--- config.mk ---
export PLATFORM = sky130hd
export DESIGN_NAME = alu_op_sequencer
export DESIGN_NICKNAME = d
export VERILOG_FILES = /design/src/rtl/alu_op_sequencer.sv
export SDC_FILE = /design/constraint.sdc
export NUM_CORES = 1
export LEC_CHECK = 0
export CELL_PAD_IN_SITES_DETAIL_PLACEMENT = 1
export CELL_PAD_IN_SITES_GLOBAL_PLACEMENT = 1
export CORE_ASPECT_RATIO = 1.5
export CORE_MARGIN = 3
export CORE_UTILIZATION = 46
export CTS_CLUSTER_SIZE = 28
export DETAILED_ROUTE_END_ITERATION = 10
export DONT_BUFFER_PORTS = 1
export HOLD_SLACK_MARGIN = 0.15
export PLACE_DENSITY = 0.73
export SYNTH_ARGS = -nofsm -noshare
export SYNTH_HDL_FRONTEND = slang
export SYNTH_SLANG_ARGS = --single-unit
--- constraint.sdc ---
create_clock -name clk -period 2 [get_ports clk]
set_clock_uncertainty 0.1 [all_clocks]
set_input_delay 0.6 -clock clk [delete_from_list [all_inputs] [get_ports clk]]
set_output_delay 0.6 -clock clk [all_outputs]
set_load 0.01 [all_outputs]
--- src/rtl/alu_op_sequencer.sv ---
// rtl/alu_op_sequencer.sv - command sequencer driving one combinational ALU
// Owns a 4-entry register file; one command in flight, response held until consumed.
module alu_op_sequencer #(
  parameter int word_length = 8
) (
  input  logic                   clk,
  input  logic                   rst_n,
  input  logic                   cmd_valid,
  output logic                   cmd_ready,
  input  logic [2:0]             cmd_op,
  input  logic [1:0]             cmd_rd,
  input  logic [1:0]             cmd_rs1,
  input  logic [1:0]             cmd_rs2,
  input  logic [word_length-1:0] cmd_imm,
  output logic [word_length-1:0] alu_a,
  output logic [word_length-1:0] alu_b,
  output logic [1:0]             alu_control,
  input  logic [word_length:0]   alu_c,
  input  logic                   alu_zero,
  output logic                   rsp_valid,
  input  logic                   rsp_ready,
  output logic [word_length-1:0] rsp_data,
  output logic                   rsp_carry,
  output logic                   rsp_zero,
  output logic                   rsp_err
);

  typedef enum logic [1:0] {IDLE, EXEC, RESP} state_t;

  localparam logic [2:0] OP_LOADI = 3'b100;

  state_t                 state_q, state_d;
  logic [word_length-1:0] regs_q [4];
  logic [word_length-1:0] regs_d [4];
  logic [word_length-1:0] alu_a_q, alu_a_d, alu_b_q, alu_b_d;
  logic [1:0]             alu_control_q, alu_control_d;
  logic [1:0]             rd_q, rd_d;
  logic [word_length-1:0] rsp_data_q, rsp_data_d;
  logic                   rsp_carry_q, rsp_carry_d;
  logic                   rsp_zero_q, rsp_zero_d;
  logic                   rsp_err_q, rsp_err_d;
  logic                   accept;

  assign accept = cmd_valid && (state_q == IDLE);

  always_ff @(posedge clk or negedge rst_n) begin
    if (!rst_n) begin
      state_q <= IDLE;
    end else begin
      state_q <= state_d;
    end
  end

  always_comb begin
    state_d = state_q;
    case (state_q)
      IDLE: if (cmd_valid) state_d = cmd_op[2] ? RESP : EXEC;
      EXEC: state_d = RESP;
      RESP: if (rsp_ready) state_d = IDLE;
      default: state_d = IDLE;
    endcase
  end

  always_comb begin
    cmd_ready = (state_q == IDLE);
    rsp_valid = (state_q == RESP);
  end

  // Datapath: operand capture at accept, writeback either at accept (load-immediate) or in EXEC.
  always_comb begin
    regs_d        = regs_q;
    alu_a_d       = alu_a_q;
    alu_b_d       = alu_b_q;
    alu_control_d = alu_control_q;
    rd_d          = rd_q;
    rsp_data_d    = rsp_data_q;
    rsp_carry_d   = rsp_carry_q;
    rsp_zero_d    = rsp_zero_q;
    rsp_err_d     = rsp_err_q;
    if (accept) begin
      if (!cmd_op[2]) begin
        alu_a_d       = regs_q[cmd_rs1];
        alu_b_d       = regs_q[cmd_rs2];
        alu_control_d = cmd_op[1:0];
        rd_d          = cmd_rd;
      end else if (cmd_op == OP_LOADI) begin
        regs_d[cmd_rd] = cmd_imm;
        rsp_data_d     = cmd_imm;
        rsp_carry_d    = 1'b0;
        rsp_zero_d     = (cmd_imm == '0);
        rsp_err_d      = 1'b0;
      end else begin
        rsp_data_d  = '0;
        rsp_carry_d = 1'b0;
        rsp_zero_d  = 1'b1;
        rsp_err_d   = 1'b1;
      end
    end else if (state_q == EXEC) begin
      regs_d[rd_q] = alu_c[word_length-1:0];
      rsp_data_d   = alu_c[word_length-1:0];
      rsp_carry_d  = alu_c[word_length];
      rsp_zero_d   = alu_zero;
      rsp_err_d    = 1'b0;
    end
  end

  always_ff @(posedge clk or negedge rst_n) begin
    if (!rst_n) begin
      for (int i = 0; i < 4; i++) regs_q[i] <= '0;
      alu_a_q       <= '0;
      alu_b_q       <= '0;
      alu_control_q <= '0;
      rd_q          <= '0;
      rsp_data_q    <= '0;
      rsp_carry_q   <= 1'b0;
      rsp_zero_q    <= 1'b0;
      rsp_err_q     <= 1'b0;
    end else begin
      for (int i = 0; i < 4; i++) regs_q[i] <= regs_d[i];
      alu_a_q       <= alu_a_d;
      alu_b_q       <= alu_b_d;
      alu_control_q <= alu_control_d;
      rd_q          <= rd_d;
      rsp_data_q    <= rsp_data_d;
      rsp_carry_q   <= rsp_carry_d;
      rsp_zero_q    <= rsp_zero_d;
      rsp_err_q     <= rsp_err_d;
    end
  end

  assign alu_a       = alu_a_q;
  assign alu_b       = alu_b_q;
  assign alu_control = alu_control_q;
  assign rsp_data    = rsp_data_q;
  assign rsp_carry   = rsp_carry_q;
  assign rsp_zero    = rsp_zero_q;
  assign rsp_err     = rsp_err_q;

endmodule

# After elaboration in Yosys (flattened, before gate mapping)
# Cells that the tools add are included.
# totals
wordCells,76
regBits,65
inputBits,31
out_inout_bits,31
# op_classes
order_cmp,6
bitwise,5
n_eq_ne,7
mux,35
n_reduce_logical,10
# ops
operator,n
$mux 32,4
$mux 8,10
$bwmux 32,2
$bmux 8 s2,2
$demux 8 s2,2
$ge 3x3->1 const B,4
$not 2->3,4
$mux 1,11
$logic_not 8->1,1
$lt 3x1->1 const B,2
$mux 2,3
$pmux 2 s3,1
$reduce_and 2->1,3
$ne 2x1->1 const B,2
$ne 2x2->1 const B,2
$eq 3x3->1 const B,1
$logic_and 1x1->1,3
$reduce_and 3->1,1
$eq 2x1->1 const B,1
$eq 2x2->1 const B,1
$logic_not 2->1,1
$reduce_bool 2->1,1
$not 1->1,1

# Depth between registers and ports, before layout
# Gate-level depths: netlist of run 1.
# logic_depth
ltp_word,9
depth_mapped,7
ltp_nobuf,4

# Worst setup path before layout of run 1
# Ideal clock, no wire load.
# synth_timing
kind,input -> register
start,input port cmd_rs2[0]
end,register alu_b_q[1] (netlist: alu_b[1])
n_path_buf,1
path_stages,3
setup_time_ns,0.125
t_required_ns,1.775
t_arrival_ns,1.824
setup_slack_ns,-0.048
path_cell_list,buf_1 > mux4_2 > mux2_2
# synth_via
elab_chain_len,4
# synth_rtl
item,line,text
start: declaration,13,"input logic [1:0] cmd_rs2,"
$not 2->3 (implied by the code),83,alu_b_d = regs_q[cmd_rs2];
$bmux 8 s2,83,
$mux 8 (implied by the code) (2 in series),83,
end signal: assignment,121,alu_b_q <= alu_b_d;
end: declaration,35,"logic [word_length-1:0] alu_a_q, alu_a_d, alu_b_q, alu_b_d;"
# Every way passes these cells. The select of a mux whose other input is x is not followed.
# A chain may end at the register's enable or synchronous reset.

# Worst setup path after layout of run 1
# layout_timing
start,register state_q[0]
end,output port cmd_ready
# layout_via
elab_chain_len,1
# layout_rtl
item,line,text
start: declaration,32,"state_t state_q, state_d;"
start signal: assignment,50,state_q <= state_d;
$logic_not 2->1,65,cmd_ready = (state_q == IDLE);
end: declaration,9,"output logic cmd_ready,"
# Every way passes these cells.

==> results of run 1 <==
[per-stage QoR]
stage	hold WS (ns)	util	area, sq um	setup TNS, ns	cells
2_1_floorplan	0.204	-	3250	-0.186	240
3_3_place_gp	0.207	0.515	3430	-2.38	319
3_5_place_dp	0.207	0.515	3430	-4.43	319
4_1_cts	-0.171	0.547	3650	0	334
5_1_grt	-0.174	0.547	3650	0	334
6_report	-0.157	0.547	3650	0	334
[cell families (layout without fill, tap and decap cells)]
family / Yosys count / in the layout / share of synthesized area
AO/OA/AOI/OAI: 93 / 93 / 0.227
buffers and inverters: 18 / 36 / 0.0324
AND/OR/NAND/NOR: 28 / 28 / 0.0590
multiplexers: 36 / 36 / 0.180
flip-flops: 65 / 65 / 0.501
[power by group through the flow]
stage	clock network, mW	registers (mW)	logic (mW)
floorplan	0	2.34	1.11
global placement	0	2.48	1.34
detailed placement	0	2.51	1.39
CTS	1.22	2.50	1.40
global route	1.29	2.59	1.51
finish	1.20	2.50	1.39
[sequential cells by signal, indices dropped and copies added (netlist names)]
name and count:
rsp_data 8, rsp_err 1, alu_a 8, rsp_carry 1, rsp_zero 1, state_q 2
regs_q 32, alu_b 8, rd_q 2, alu_control 2
[final timing paths]
| check | from | to | depth (start not counted) |
|---|---|---|---|
| min reg2reg | regs_q[23]$_DFFE_PN0P_ | regs_q[23]$_DFFE_PN0P_ | 1 |
| max | state_q[0]$_DFFE_PN0P_ | cmd_ready | 3 |
| max in group asynchronous | rst_n | rsp_err$_DFFE_PN0P_ | 0 |
| min in group clk | rsp_ready | state_q[1]$_DFFE_PN0P_ | 1 |
| min | rst_n | alu_a[1]$_DFFE_PN0P_ | 0 |
| max reg2reg | state_q[0]$_DFFE_PN0P_ | regs_q[26]$_DFFE_PN0P_ | 6 |
[cells in the final DEF (no fill, tap or decap), drive strengths merged, types with 2 or more instances in the layout]
cell type and instances:
dfrtp 65, a22oi 32, o2bb2ai 32, mux2 20, buf 20, mux4 16
o21ai 15, clkbuf 13, nand2 11, a32oi 8, nor3b 5, nor2 3
a21o 2, and3 2, nor4 2, nor3 2
[timing repair]
item                                    4_1_cts  5_1_grt
hold endpoints to repair                     65       65
endpoints found under the setup margin        0       23
buffers inserted                              0        0
resized for setup                             0        1
[metal layers]
| metal | up-vias | share of wire |
|---|---|---|
| li1 | 1007 | - |
| met1 | 1216 | 0.39 |
| met2 | 97 | 0.51 |
| met3 | 17 | 0.077 |
| met4 | 0 | 0.026 |
| met5 | - | 0 |
[area by class of cell]
class                   count  share of cell area
flip-flops and latches     65               0.446
well taps                  76              0.0261
repair buffers             20              0.0514
clock buffers              13              0.0490
multi-input cells         157               0.417
clock inverters             2             0.00960
inverters                   1             0.00103
==> run_results.csv, run 1 <==
group,metric,value,unit
setup_path,path_class,"reg2out",
yosys,async_flop_share,1.00,
sta,relSlewSlack,0.634,
pwr,clkPwrFrac,0.236,
clocking,cts_buffers,9,
clocking,tritoncts,"done",
sta,max_freq,529,MHz
sta,fin_crit,1.89,ns
sta,worst_pin_slew,0.549,ns
yosys,yosys_warnings,0,
floorplan,die-area,0.00812,sq mm
setup_path,crit_slowest_cell,"dfrtp_1",
clocking,cts_buffer_depth,2,
placement,hpwl,6450,microns
setup_path,worstPathCellList,"buf_4 -> nor2_1 -> buf_4",
global_routing,grt_pass1_wl,14200,microns
yosys,synth_cells,240,
global_routing,grt-ovfl-total,0,
yosys,yosys-top-cells-area,"dfrtp_1 50%, mux4_2 11%, o2bb2ai_1 8.6%",
routing,vias_per_cell,7.00,
placement,post-place-ws,-0.153,ns
pwr,p_per_area,1390,mW/mm^2
global_routing,grt_busiest_layer,"met2",
finish,layout-drive-gt1-share,0.322,
pwr,combPwrFrac,0.273,
yosys,yosys.cell_count.top_type,"dfrtp_1",
yosys,synth_area,0.00325,sq mm
sta,final-setup-viol-count,0,
setup_path,path_buf_inv,2,
finish,nets,285,
global_routing,met2_usage,0.374,
finish,diodes,0,
yosys,synth_flop_cell,"dfrtp_1",
setup_path,critPathLaunchType,"register",
finish,syn2layout_area_growth,12.5,%
sta,rsz0062_at_grt,"no",
setup_path,cp.required,1.30,ns
clocking,root_buffer,"clkbuf_8",
routing,route.detailed.drc,0,
clocking,h-tree-depth,3,
pwr,p_int,3.46,mW
sta,finalCritPeriodShare,0.946,
yosys,synth_cell_types,31,
yosys,synth_seq_cells,65,
yosys,synth_top_area_cell,"dfrtp_1",
pwr,p_sw,1.62,mW
setup_path,end_kind,"output port",
floorplan,num_rows,36,
routing,drtIter0Drc,146,
clocking,path_clk_slew,0.07,ns
yosys,syn_nets,271,
clocking,cts_sinks,65,
floorplan,io_pins,62,
routing,drtPass1Iterations,4,
global_routing,grt_max_degree,66,
run,cap_violations,0,
finish,seq_area,0.00163,sq mm
sta,finalHoldViolations,65,
global_routing,gr-usage-met3,0.0673,
pwr,vdd_drop_max,0.000619,V
setup_path,crit_top_cell,"buf_4",
routing,via_count,2337,
setup_path,arrival,1.19,ns
floorplan,core,0.00667,sq mm
setup_path,cp_top_family,"flip-flops",
finish,final.fill_count,680,
global_routing,grt_pass1_vias,2579,
setup_path,cp_slowest_stage_delay,0.38,ns
floorplan,die_w,74.6,microns
run_status,violations,"negative hold slack",
setup_path,r2r_setup_slack,0.15,ns
sta,slew_viol_final,0,
yosys,synth_edf_count,0,
finish,multi_input_area,0.00152,sq mm
yosys,synth_top_cell_area_share,0.501,
yosys,yosys-top-cells-count,"65 x dfrtp_1, 32 x a22oi_1, 32 x o2bb2ai_1, 20 x mux2_2, 16 x mux4_2",
pwr,finalPower,5.08,mW
global_routing,grt_usage,0.243,
sta,timing.hold.ws,-0.157,ns
setup_path,critPathMaxFanout,10,
sta,finalWorstSetupSlack,0.109,ns
global_routing,antenna_found_initial,0,
floorplan,die_y,109,microns
worst_hold_path,hp-class,"in2async",
placement,numPortBuffers,0,
floorplan,start_util,0.487,
routing,drtAntennaViolNets,0,
run_status,outcome,"complete, but fails checks",
global_routing,grtUsageMet1,0.309,
placement,place_congestion,0.830,
yosys,synth_seq_area_share,0.501,
pwr,seqPwrFrac,0.491,
routing,wire_per_inst,27.1,microns
clocking,clkLatencyLatePin,0.35,ns
routing,routed_wl,9060,microns
pwr,p_sw_frac,0.318,
pwr,p_leak,1.46,nW
yosys,syn_avg_cell_area,13.5,sq um
(Power assumes the default switching activity.)
==> inputs of run 2 (changes only) <==
ABC_AREA = 1   (was not set)
CELL_PAD_IN_SITES_DETAIL_PLACEMENT = not set   (was 1)
CELL_PAD_IN_SITES_GLOBAL_PLACEMENT = not set   (was 1)
CORE_UTILIZATION = 56   (was 46)
PLACE_DENSITY = 0.84   (was 0.73)
==> run 2 against run 1 <==
Compared with the run above: the run still ends with negative hold slack left; cell count is 110% higher; die area is 1.6% higher; fmax is 0.99% higher; synthesized cell count grew to 2.6 times the previous value; routed wire length is 15% higher; setup slack better by 0.018 ns; sequential power is 12% lower; first-iteration DRC count is 79% higher; hold slack worse by 0.018 ns; critical path type is now reg2reg.
==> run_results.csv, run 2 <==
group,metric,value,unit
run_status,outcome,"complete, but fails checks",
run_status,violations,"negative hold slack",
setup_path,path_buf_inv,1,
yosys,yosys_warnings,0,
global_routing,grt-ovfl-total,0,
yosys,async_flop_share,1.00,
setup_path,critPathLaunchType,"register",
global_routing,grt_usage,0.275,
yosys,syn_nets,649,
sta,final-setup-viol-count,0,
yosys,synth_top_cell_area_share,0.405,
clocking,h-tree-depth,3,
sta,timing.hold.ws,-0.175,ns
setup_path,cp_top_family,"simple AND/OR/NAND/NOR gates",
finish,postLayoutCoreUtil,0.618,
setup_path,critPathMaxFanout,24,
clocking,root_buffer,"clkbuf_8",
pwr,p_leak,2.33,nW
placement,post-place-ws,0.206,ns
placement,place_congestion,0.940,
global_routing,grt_pass1_vias,3746,
yosys,yosys-top-cells-area,"dfrtp_1 40%, nand2_1 24%, nor2_1 7.0%",
yosys,synth_flop_cell,"dfrtp_1",
yosys,synth_top_area_cell,"dfrtp_1",
sta,finalHoldViolations,65,
floorplan,core,0.00690,sq mm
setup_path,crit_end,"regs_q[26]$_DFFE_PN0P_",
clocking,cts_buffer_depth,2,
floorplan,io_pins,62,
sta,max_freq,534,MHz
clocking,clkLatencyLatePin,0.36,ns
setup_path,worst-path-stages,8,
finish,largest_reg_flops,32,
finish,largest_register,"regs_q",
floorplan,num_rows,37,
finish,nets,642,
setup_path,cp.required,2.14,ns
sta,relSlewSlack,0.647,
finish,final_area,0.00426,sq mm
yosys,yosys.cell_count.top_type,"nand2_1",
yosys,synth_cell_types,21,
sta,slew_viol_final,0,
yosys,synth_area,0.00402,sq mm
setup_path,r2r_start,"state_q[0]$_DFFE_PN0P_",
finish,syn2layout_area_growth,6.07,%
clocking,cts_buffers,9,
setup_path,r2r-end,"regs_q[26]$_DFFE_PN0P_",
sta,worst_pin_slew,0.528,ns
yosys,synth_edf_count,0,
finish,layout-drive-gt1-share,0.0601,
yosys,synth_cells,618,
setup_path,end_kind,"register",
placement,dpl_cell_area,0.00404,sq mm
finish,diodes,0,
yosys,yosys-top-cells-count,"257 x nand2_1, 75 x nor2_1, 65 x dfrtp_1, 46 x inv_1, 44 x nand3_1",
setup_path,reg2regPathDepth,8,
floorplan,die-area,0.00825,sq mm
pwr,vdd_drop_max,0.000952,V
global_routing,antenna_found_initial,0,
yosys,synth_seq_cells,65,
global_routing,grt_pass1_wl,17400,microns
clocking,cts_sinks,65,
placement,hpwl,7730,microns
placement,place_inst,678,
floorplan,die_w,75.2,microns
yosys,syn_avg_cell_area,6.50,sq um
routing,route.detailed.drc,0,
routing,drtAntennaViolNets,0,
run,cap_violations,0,
worst_hold_path,hp-class,"in2async",
setup_path,r2r_setup_slack,0.13,ns
routing,drtPass1Iterations,5,
floorplan,die_y,110,microns
finish,final_cells,694,
setup_path,cp_slowest_stage_delay,0.45,ns
placement,numPortBuffers,0,
clocking,cts_resized,0,
yosys,synth_seq_area_share,0.405,
pwr,p_per_area,1130,mW/mm^2
setup_path,path_class,"reg2reg",
sta,finalCritPeriodShare,0.936,
finish,layout_commonest_cell,"nand2_1",
sta,fin_crit,1.87,ns
sta,rsz0062_at_grt,"yes",
clocking,path_clk_slew,0.08,ns
setup_path,crit_start,"state_q[0]$_DFFE_PN0P_",
setup_path,arrival,2.02,ns
routing,vias_per_cell,5.63,
floorplan,start_util,0.583,
clocking,tritoncts,"done",
routing,via_count,3904,
setup_path,crit_slowest_cell,"dfrtp_1",
finish,layout_common_cells,"257 x nand2_1, 75 x nor2_1, 65 x dfrtp_1, 46 x inv_1, 44 x nand3_1",
global_routing,grt_max_degree,66,
routing,drtIter0Drc,262,
sta,finalWorstSetupSlack,0.127,ns
routing,wire_per_inst,15.0,microns
routing,routed_wl,10400,microns
setup_path,worstPathCellList,"nor2_4 -> nand2_4 -> inv_2 -> nand2_2 -> nand2_4 -> nand2_2 -> nand2_1 -> nand2_1",
run 2: changes by cell type in the layout (fill, tap and decap cells not counted), sizes merged, moves of 20 or more:
cell / previous run / this run
nand2: 11 / 264
nor2: 3 / 78
inv: 1 / 47
nand3: 0 / 44
a22oi: 32 / 0
o2bb2ai: 32 / 0
o21ai: 15 / 44
a21oi: 0 / 23
mux2: 20 / 0
run 2: final cells by class:
cell class / count / area [sq um]
clock inverter: 6 / 92.6
clock buffer: 10 / 128
tap: 78 / 97.6
timing repair buffer: 11 / 82.6
inverter: 47 / 176
fill: 614 / 2640
sequential: 65 / 1630
multi-input combinational: 477 / 2060
run 2: metal layers:
| layer | vias to the layer above | routed length (microns) | track usage |
|---|---|---|---|
| li1 | 1939 | - | - |
| met1 | 1755 | 4110 | 0.327 |
| met2 | 178 | 5130 | 0.453 |
| met3 | 32 | 736 | 0.0558 |
| met4 | 0 | 400 | 0.158 |
| met5 | - | 0 | 0 |
run 2: power by group:
part           internal [mW]  leakage (nW)  switching (mW)
clock network          0.705         0.103           0.538
logic                  0.468          1.39           0.887
registers               1.77         0.845           0.431
run 2: cell families (layout without fill, tap and decap cells):
| kind of cell | Yosys count | after routing | synth area share |
|---|---|---|---|
| DFF | 65 | 65 | 0.405 |
| buffers and inverters | 76 | 74 | 0.0828 |
| AOI/OAI and AO/OA | 87 | 87 | 0.121 |
| and+or+nand+nor | 390 | 390 | 0.392 |
run 2: worst register-to-register path, delay by kind of cell (launching register included):
kind | cells | cell delay (ns)
buf+inv | 1 | 0.12
flops | 1 | 0.45
simple gates | 7 | 1.10
run 2: how the worst min path moves through the flow:
| stage | depth (start not counted) | endpoint | from | slack (ns) |
|---|---|---|---|---|
| after global routing | 0 | alu_b[3]$_DFFE_PN0P_ | rst_n | -0.19 |
| after global placement | 0 | alu_b[3]$_DFFE_PN0P_ | rst_n | 0.21 |
| after floorplan | 0 | alu_a[0]$_DFFE_PN0P_ | rst_n | 0.20 |
| final | 0 | alu_b[3]$_DFFE_PN0P_ | rst_n | -0.18 |
| after CTS | 0 | alu_b[3]$_DFFE_PN0P_ | rst_n | -0.19 |
| after detailed placement | 0 | alu_b[3]$_DFFE_PN0P_ | rst_n | 0.21 |
run 2: timing repair:
action | in CTS | in global routing
hold endpoints to repair | 65 | 65
buffers inserted | 0 | 0
endpoints found under the setup margin | 0 | 2
run 2: through the flow:
step | total power, mW | TNS [ns] | hold slack (ns)
4_1_cts | 4.81 | 0 | -0.186
3_5_place_dp | 3.56 | 0 | 0.206
3_3_place_gp | 3.49 | 0 | 0.206
6_report | 4.80 | 0 | -0.175
2_1_floorplan | 3.19 | 0 | 0.204
5_1_grt | 5.14 | -0.0111 | -0.192
==> inputs of run 3 (changes only) <==
CAP_MARGIN = 15   (was not set)
==> results of run 3 <==
Final layout, timing and power as in run 2 (identical DEF).
